<file path="src/rtl/seven_seg_scan_driver_if.sv">
// Value-update handshake between the number-producing datapath and the seven-segment scan driver.
// The source holds value_i stable with value_valid high until value_ready accepts it.
interface seven_seg_scan_driver_if #(
  parameter int unsigned NUM_DIGITS = 4
) ();

  logic [4*NUM_DIGITS-1:0] value_i;
  logic                    value_valid;
  logic                    value_ready;

  modport master (
    output value_i,
    output value_valid,
    input  value_ready
  );

  modport slave (
    input  value_i,
    input  value_valid,
    output value_ready
  );

endinterface

</file>
<file path="src/rtl/seven_seg_scan_driver.sv">
// Time-multiplexed common-anode seven-segment driver with tear-free value updates.
// Optional leading-zero blanking is enabled by defining SEVEN_SEG_LZB_EN.
module seven_seg_scan_driver #(
  parameter int unsigned NUM_DIGITS = 4,
  parameter int unsigned SCAN_DIV   = 50000
) (
  input  logic                  clk,
  input  logic                  rst_n,
  seven_seg_scan_driver_if.slave value_if,
  input  logic                  hex_mode,
  output logic [6:0]            segments,
  output logic [NUM_DIGITS-1:0] anodes
);

  localparam int unsigned DivW = $clog2(SCAN_DIV);
  localparam int unsigned IdxW = (NUM_DIGITS > 1) ? $clog2(NUM_DIGITS) : 1;
  localparam int unsigned ValW = 4 * NUM_DIGITS;

  localparam logic [DivW-1:0] DivLast = DivW'(SCAN_DIV - 1);
  localparam logic [IdxW-1:0] IdxLast = IdxW'(NUM_DIGITS - 1);
  localparam logic [6:0]      SegBlank = 7'b1111111;

  logic [DivW-1:0]       r_div_cnt;
  logic [IdxW-1:0]       r_idx;
  logic [ValW-1:0]       r_shadow;
  logic [ValW-1:0]       r_disp;
  logic                  r_pending;
  logic [6:0]            r_segments;
  logic [NUM_DIGITS-1:0] r_anodes;

  logic            w_tc;
  logic            w_frame_end;
  logic            w_accept;
  logic            w_commit;
  logic [DivW-1:0] w_div_next;
  logic [IdxW-1:0] w_idx_next;
  logic [3:0]      w_nib;
  logic            w_blank;

  function automatic logic [6:0] glyph(input logic [3:0] nib, input logic hex);
    logic [6:0] seg;
    unique case (nib)
      4'h0: seg = 7'b1000000;
      4'h1: seg = 7'b1111001;
      4'h2: seg = 7'b0100100;
      4'h3: seg = 7'b0110000;
      4'h4: seg = 7'b0011001;
      4'h5: seg = 7'b0010010;
      4'h6: seg = 7'b0000010;
      4'h7: seg = 7'b1111000;
      4'h8: seg = 7'b0000000;
      4'h9: seg = 7'b0010000;
      4'hA: seg = hex ? 7'b0001000 : SegBlank;
      4'hB: seg = hex ? 7'b0000011 : SegBlank;
      4'hC: seg = hex ? 7'b1000110 : SegBlank;
      4'hD: seg = hex ? 7'b0100001 : SegBlank;
      4'hE: seg = hex ? 7'b0000110 : SegBlank;
      4'hF: seg = hex ? 7'b0001110 : SegBlank;
      default: seg = SegBlank;
    endcase
    return seg;
  endfunction

  always_comb begin
    w_tc        = (r_div_cnt == DivLast);
    w_frame_end = w_tc && (r_idx == IdxLast);
    w_div_next  = w_tc ? '0 : r_div_cnt + DivW'(1);
    w_idx_next  = r_idx;
    if (w_tc) begin
      w_idx_next = (r_idx == IdxLast) ? '0 : r_idx + IdxW'(1);
    end
    // pending gates both sides, so an accept and a commit can never land on the same edge
    w_accept = value_if.value_valid && !r_pending;
    w_commit = w_frame_end && r_pending;
  end

  assign value_if.value_ready = ~r_pending;

`ifdef SEVEN_SEG_LZB_EN
  // w_lz[i] is set when nibbles i..NUM_DIGITS-1 of the displayed value are all zero
  logic [NUM_DIGITS-1:0] w_lz;

  always_comb begin
    w_lz = '0;
    w_lz[NUM_DIGITS-1] = (r_disp[ValW-1 -: 4] == 4'h0);
    for (int i = int'(NUM_DIGITS) - 2; i >= 0; i--) begin
      w_lz[i] = w_lz[i+1] && (r_disp[4*i +: 4] == 4'h0);
    end
  end

  always_comb begin
    w_nib   = r_disp[3:0];
    w_blank = 1'b0;
    for (int unsigned i = 0; i < NUM_DIGITS; i++) begin
      if (IdxW'(i) == w_idx_next) begin
        w_nib   = r_disp[4*i +: 4];
        w_blank = (i != 0) && w_lz[i];
      end
    end
  end
`else
  always_comb begin
    w_nib   = r_disp[3:0];
    w_blank = 1'b0;
    for (int unsigned i = 0; i < NUM_DIGITS; i++) begin
      if (IdxW'(i) == w_idx_next) begin
        w_nib = r_disp[4*i +: 4];
      end
    end
  end
`endif

  always_ff @(posedge clk) begin
    if (!rst_n) begin
      r_div_cnt  <= '0;
      r_idx      <= '0;
      r_shadow   <= '0;
      r_disp     <= '0;
      r_pending  <= 1'b0;
      r_segments <= SegBlank;
      r_anodes   <= '1;
    end else begin
      r_div_cnt <= w_div_next;
      r_idx     <= w_idx_next;
      if (w_accept) begin
        r_shadow  <= value_if.value_i;
        r_pending <= 1'b1;
      end else if (w_commit) begin
        r_disp    <= r_shadow;
        r_pending <= 1'b0;
      end
      // anode and segment registers both follow idx_next so they switch on the same edge
      r_anodes   <= ~(NUM_DIGITS'(1) << w_idx_next);
      r_segments <= w_blank ? SegBlank : glyph(w_nib, hex_mode);
    end
  end

  assign segments = r_segments;
  assign anodes   = r_anodes;

endmodule

</file>
<file path="src/flat_wrapper.sv">
// flat-port wrapper written by rule: the top's interface ports become plain ports
module seven_seg_scan_driver_flat 
#(
  parameter int unsigned NUM_DIGITS = 4,
  parameter int unsigned SCAN_DIV   = 50000
)
  (clk, rst_n, hex_mode, segments, anodes, value_if_value_i, value_if_value_valid, value_if_value_ready);
  seven_seg_scan_driver_if #(.NUM_DIGITS(NUM_DIGITS)) value_if_i ();
  input  logic clk;
  input  logic rst_n;
  input  logic hex_mode;
  output logic [6:0] segments;
  output logic [NUM_DIGITS-1:0] anodes;
  input wire logic [$bits(value_if_i.value_i)-1:0] value_if_value_i;
  input wire logic [$bits(value_if_i.value_valid)-1:0] value_if_value_valid;
  output wire logic [$bits(value_if_i.value_ready)-1:0] value_if_value_ready;
  assign value_if_i.value_i = value_if_value_i;
  assign value_if_i.value_valid = value_if_value_valid;
  assign value_if_value_ready = value_if_i.value_ready;
  seven_seg_scan_driver #(.NUM_DIGITS(NUM_DIGITS), .SCAN_DIV(SCAN_DIV)) u_core (.clk(clk), .rst_n(rst_n), .value_if(value_if_i), .hex_mode(hex_mode), .segments(segments), .anodes(anodes));
endmodule
</file>
<file path="config.mk">
export PLATFORM = sky130hd
export DESIGN_NAME = seven_seg_scan_driver_flat
export DESIGN_NICKNAME = d
export VERILOG_FILES = /design/src/rtl/seven_seg_scan_driver_if.sv /design/src/rtl/seven_seg_scan_driver.sv /design/src/flat_wrapper.sv
export SDC_FILE = /design/constraint.sdc
export NUM_CORES = 1
export LEC_CHECK = 0
export CAP_MARGIN = 15
export CORE_ASPECT_RATIO = 0.8
export CORE_UTILIZATION = 43
export CTS_BUF_LIST = sky130_fd_sc_hd__clkbuf_16
export CTS_CLUSTER_DIAMETER = 120
export CTS_CLUSTER_SIZE = 14
export DETAILED_ROUTE_END_ITERATION = 10
export MAX_ROUTING_LAYER = met4
export PLACE_DENSITY = 0.63
export SYNTH_ARGS = -nofsm -noshare
export SYNTH_HDL_FRONTEND = slang
export SYNTH_SLANG_ARGS = --single-unit
export TNS_END_PERCENT = 20
</file>
<file path="constraint.sdc">
create_clock -name clk -period 3.3 [get_ports clk]
set_input_delay 0.33 -clock clk [delete_from_list [all_inputs] [get_ports clk]]
set_output_delay 0.33 -clock clk [all_outputs]
set_load 0.02 [all_outputs]
</file>
==> results.yml <==
clock_tree:
  clockBufferDepth: 2
  cts_buffers: 9
  cts_tree: "yes"
  cts.sinks: 62
  cts-root-buf: "clkbuf_16"
  cts_max_level: 3
  post_cts_buffers: 0
  clkSlewWorstSetupHoldPaths_ns: 0.05
  clk_latency_ns: 0.32
yosys:
  yosysSeqAreaShare: 0.469
  synthCells: 324
  yosysWarnings: 0
  async_flop_share: 0
  synth_edf_count: 0
  synth_ff_type: "dfxtp_1"
  synthDominantCellAreaShare: 0.469
  synthMostInstantiatedCell: "nand2_1"
  synth_commonest_cells: "nand2_1, dfxtp_1, a21oi_1, nor2_1, clkbuf_1"
  yosysTopAreaCell: "dfxtp_1"
  ys_types: 52
  netlist_area_um2: 2650
  synth_nets: 346
  synth_area_per_cell_um2: 8.17
  synth-seq-cells: 62
  synthTopCellsByArea: "dfxtp_1, nand2_1, a21oi_1"
timing:
  rsz0062_at_grt: "no"
  finalMaxSlewViolations: 0
  tightest_slew_ns: 0.978
  setup_viol: 0
  relSlewSlack: 0.347
  fin_crit_ns: 3.05
  fin_skew_ns: 0.00693
  post-route-period-util: 0.924
  hold_violations: 0
  setup_tns_ns: 0
  max_clock_freq_ghz: 0.328
place:
  io_buffer_count: 31
  place.gp.congestion: 0.866
  dp_hpwl_um: 3860
critical_path:
  r2r_slack_ns: 0.25
  path_class: "reg -> reg"
  r2r_end: "u_core.segments[3]"
  crit_family: "simple AND/OR/NAND/NOR gates"
  crit_path_cell_trace: "or4bb_1, or4_4, and2_1, a211oi_2, or2_1, nor3_1, a311oi_1, o21ai_1"
  cp.arrival_ns: 3.24
  cp.required_ns: 3.49
  critPathBufInv: 0
  cp-start-kind: "flop"
  r2r_cells: 8
  crit_path_top_delay_cell: "or4bb_1"
  slowest_delay_ns: 0.61
  r2r_start: "u_core.r_div_cnt[13]"
  crit_fanout: 9
  crit_path_end_kind: "flop"
die:
  std_cell_rows: 25
  fp.dieArea_um2: 6480
  start_util: 0.448
  pin_count: 32
  die_h_um: 72.2
  core_um2: 5910
  die_w_um: 89.7
power_and_ir_drop:
  comb_power_share: 0.049
  leakagePower_nw: 1.15
  power_frac_clock: 0.505
  power.switching_mw: 0.364
  p_per_area_nw_per_um2: 530
  power_mw: 1.75
  power.internal_mw: 1.38
  swShare: 0.209
  vdd_drop_max_v: 0.000243
  p_seq_frac: 0.447
global_route:
  grt_usage: 0.194
  antenna_found_initial: 0
  overflow: 0
  grt_max_degree: 36
  grt_pass1_vias: 2021
  grt_pass1_wl_um: 9470
route:
  wl_per_cell_um: 12.9
  drcViolationCount: 0
  drtAntennaViolNets: 0
  drt-initial-drc-count: 131
  drt-pass1-iter-count: 4
  postRouteWirelength_um: 5640
  via_per_inst: 5.10
  vias: 2232
run:
  cap_violations: 0
worst_hold_path:
  worstHoldPathCells: 2
  hp-class: "reg -> reg"
  whs_endpoint: "u_core.r_disp[13]"
  hp-start: "u_core.r_disp[13]"
cells_and_area:
  final_util: 0.557
  fillers: 559
  fin_nets: 374
  layout-drive-gt1-share: 0.0672
  area.growth.synth_to_final_pct: 24.4
  diodes: 0
status:
  outcome: "complete, no violations"
[layout by cell type, fill, tap and decap left out, types with 2 or more instances in the layout]
master           instances
nor3_1                   3
nand2b_1                 2
a22oi_1                  2
xnor2_1                  4
and3_1                   4
a32o_1                   2
and2_1                   4
o21ai_0                  7
nand3_1                  7
clkinv_1                 3
xor2_1                   8
clkdlybuf4s50_1         31
buf_4                    3
inv_1                    3
a21oi_1                 41
a21boi_0                 3
clkinv_2                 3
nand2_1                 87
or3_1                    4
nor2_1                  25
ha_1                     2
clkbuf_16                9
nand4_1                  5
dfxtp_1                 62
o21ai_1                  5
[cells by family (layout without fill, tap and decap cells)]
group                      after synthesis  after routing  share of synthesized area
buffers and inverters                   20             53                     0.0350
and+or+nand+nor                        152            152                      0.263
adders and majority gates                2              2                    0.00945
xor gates and xnor gates                12             12                     0.0397
muxes                                    2              2                    0.00803
DFF                                     62             62                      0.469
AOI/OAI and AO/OA                       74             74                      0.176
[metal layers]
layer / vias to the layer above / GRT usage / share of wire
met5: - / - / 0
met4: 0 / 0.0874 / 0.024
met3: 15 / 0.0681 / 0.046
met2: 54 / 0.279 / 0.41
met1: 988 / 0.247 / 0.51
li1: 1175 / - / -
[through the flow]
step / std cells / hold WS [ns] / area (µm²) / worst slack [ns]
2_1_floorplan: 324 / 0.418 / 2650 / 0.541
3_3_place_gp: 422 / 0.434 / 3000 / 0.342
3_5_place_dp: 422 / 0.443 / 3000 / 0.212
4_1_cts: 438 / 0.449 / 3280 / 0.175
5_1_grt: 438 / 0.469 / 3290 / 0.0719
6_report: 438 / 0.446 / 3290 / 0.250
[worst max path at each step]
stage,endpoint,from,cells after the start,slack (ns)
floorplan,u_core.segments[1],u_core.r_div_cnt[5],10,0.54
global placement,u_core.segments[1],u_core.r_div_cnt[5],8,0.34
detailed placement,u_core.segments[3],u_core.r_div_cnt[5],8,0.21
CTS,u_core.segments[3],u_core.r_div_cnt[5],8,0.18
global route,u_core.segments[3],u_core.r_div_cnt[5],8,0.07
finish,u_core.segments[3],u_core.r_div_cnt[13],8,0.25
[tightest hold or removal path: stages, from the launching register on]
cell and delay (ns):
dfxtp_1 0.30, nand2_1 0.05, a21oi_1 0.05
[power by group through the flow]
stage | combinational, mW | clock [mW] | sequential [mW]
6_report | 0.0848 | 0.881 | 0.780
5_1_grt | 0.0954 | 0.937 | 0.782
3_5_place_dp | 0.0854 | 0 | 0.795
3_3_place_gp | 0.0850 | 0 | 0.795
4_1_cts | 0.0855 | 0.900 | 0.780
2_1_floorplan | 0.0388 | 0 | 0.798
[state kept, by name, summed over array words and instances (netlist names)]
name and cells:
u_core.r_pending 1, u_core.segments 7, u_core.r_div_cnt 16, u_core.r_shadow 16, u_core.r_idx 2, u_core.anodes 4, u_core.r_disp 16
[area by class of cell]
cell class / count / area, µm² / area share
clock buffers: 9 / 225 / 0.0684
multi-input cells: 242 / 1330 / 0.402
well taps: 81 / 101 / 0.0308
flip-flops and latches: 62 / 1240 / 0.377
clock inverters: 7 / 56.3 / 0.0171
repair buffers: 34 / 333 / 0.101
inverters: 3 / 11.3 / 0.00342
[timing repair]
item / 4_1_cts / 5_1_grt
hold buffers: 0 / 0
gates resized for setup: 0 / 1
endpoints found under the setup margin: 0 / 5
No activity file was read; power rests on OpenSTA's default activity.
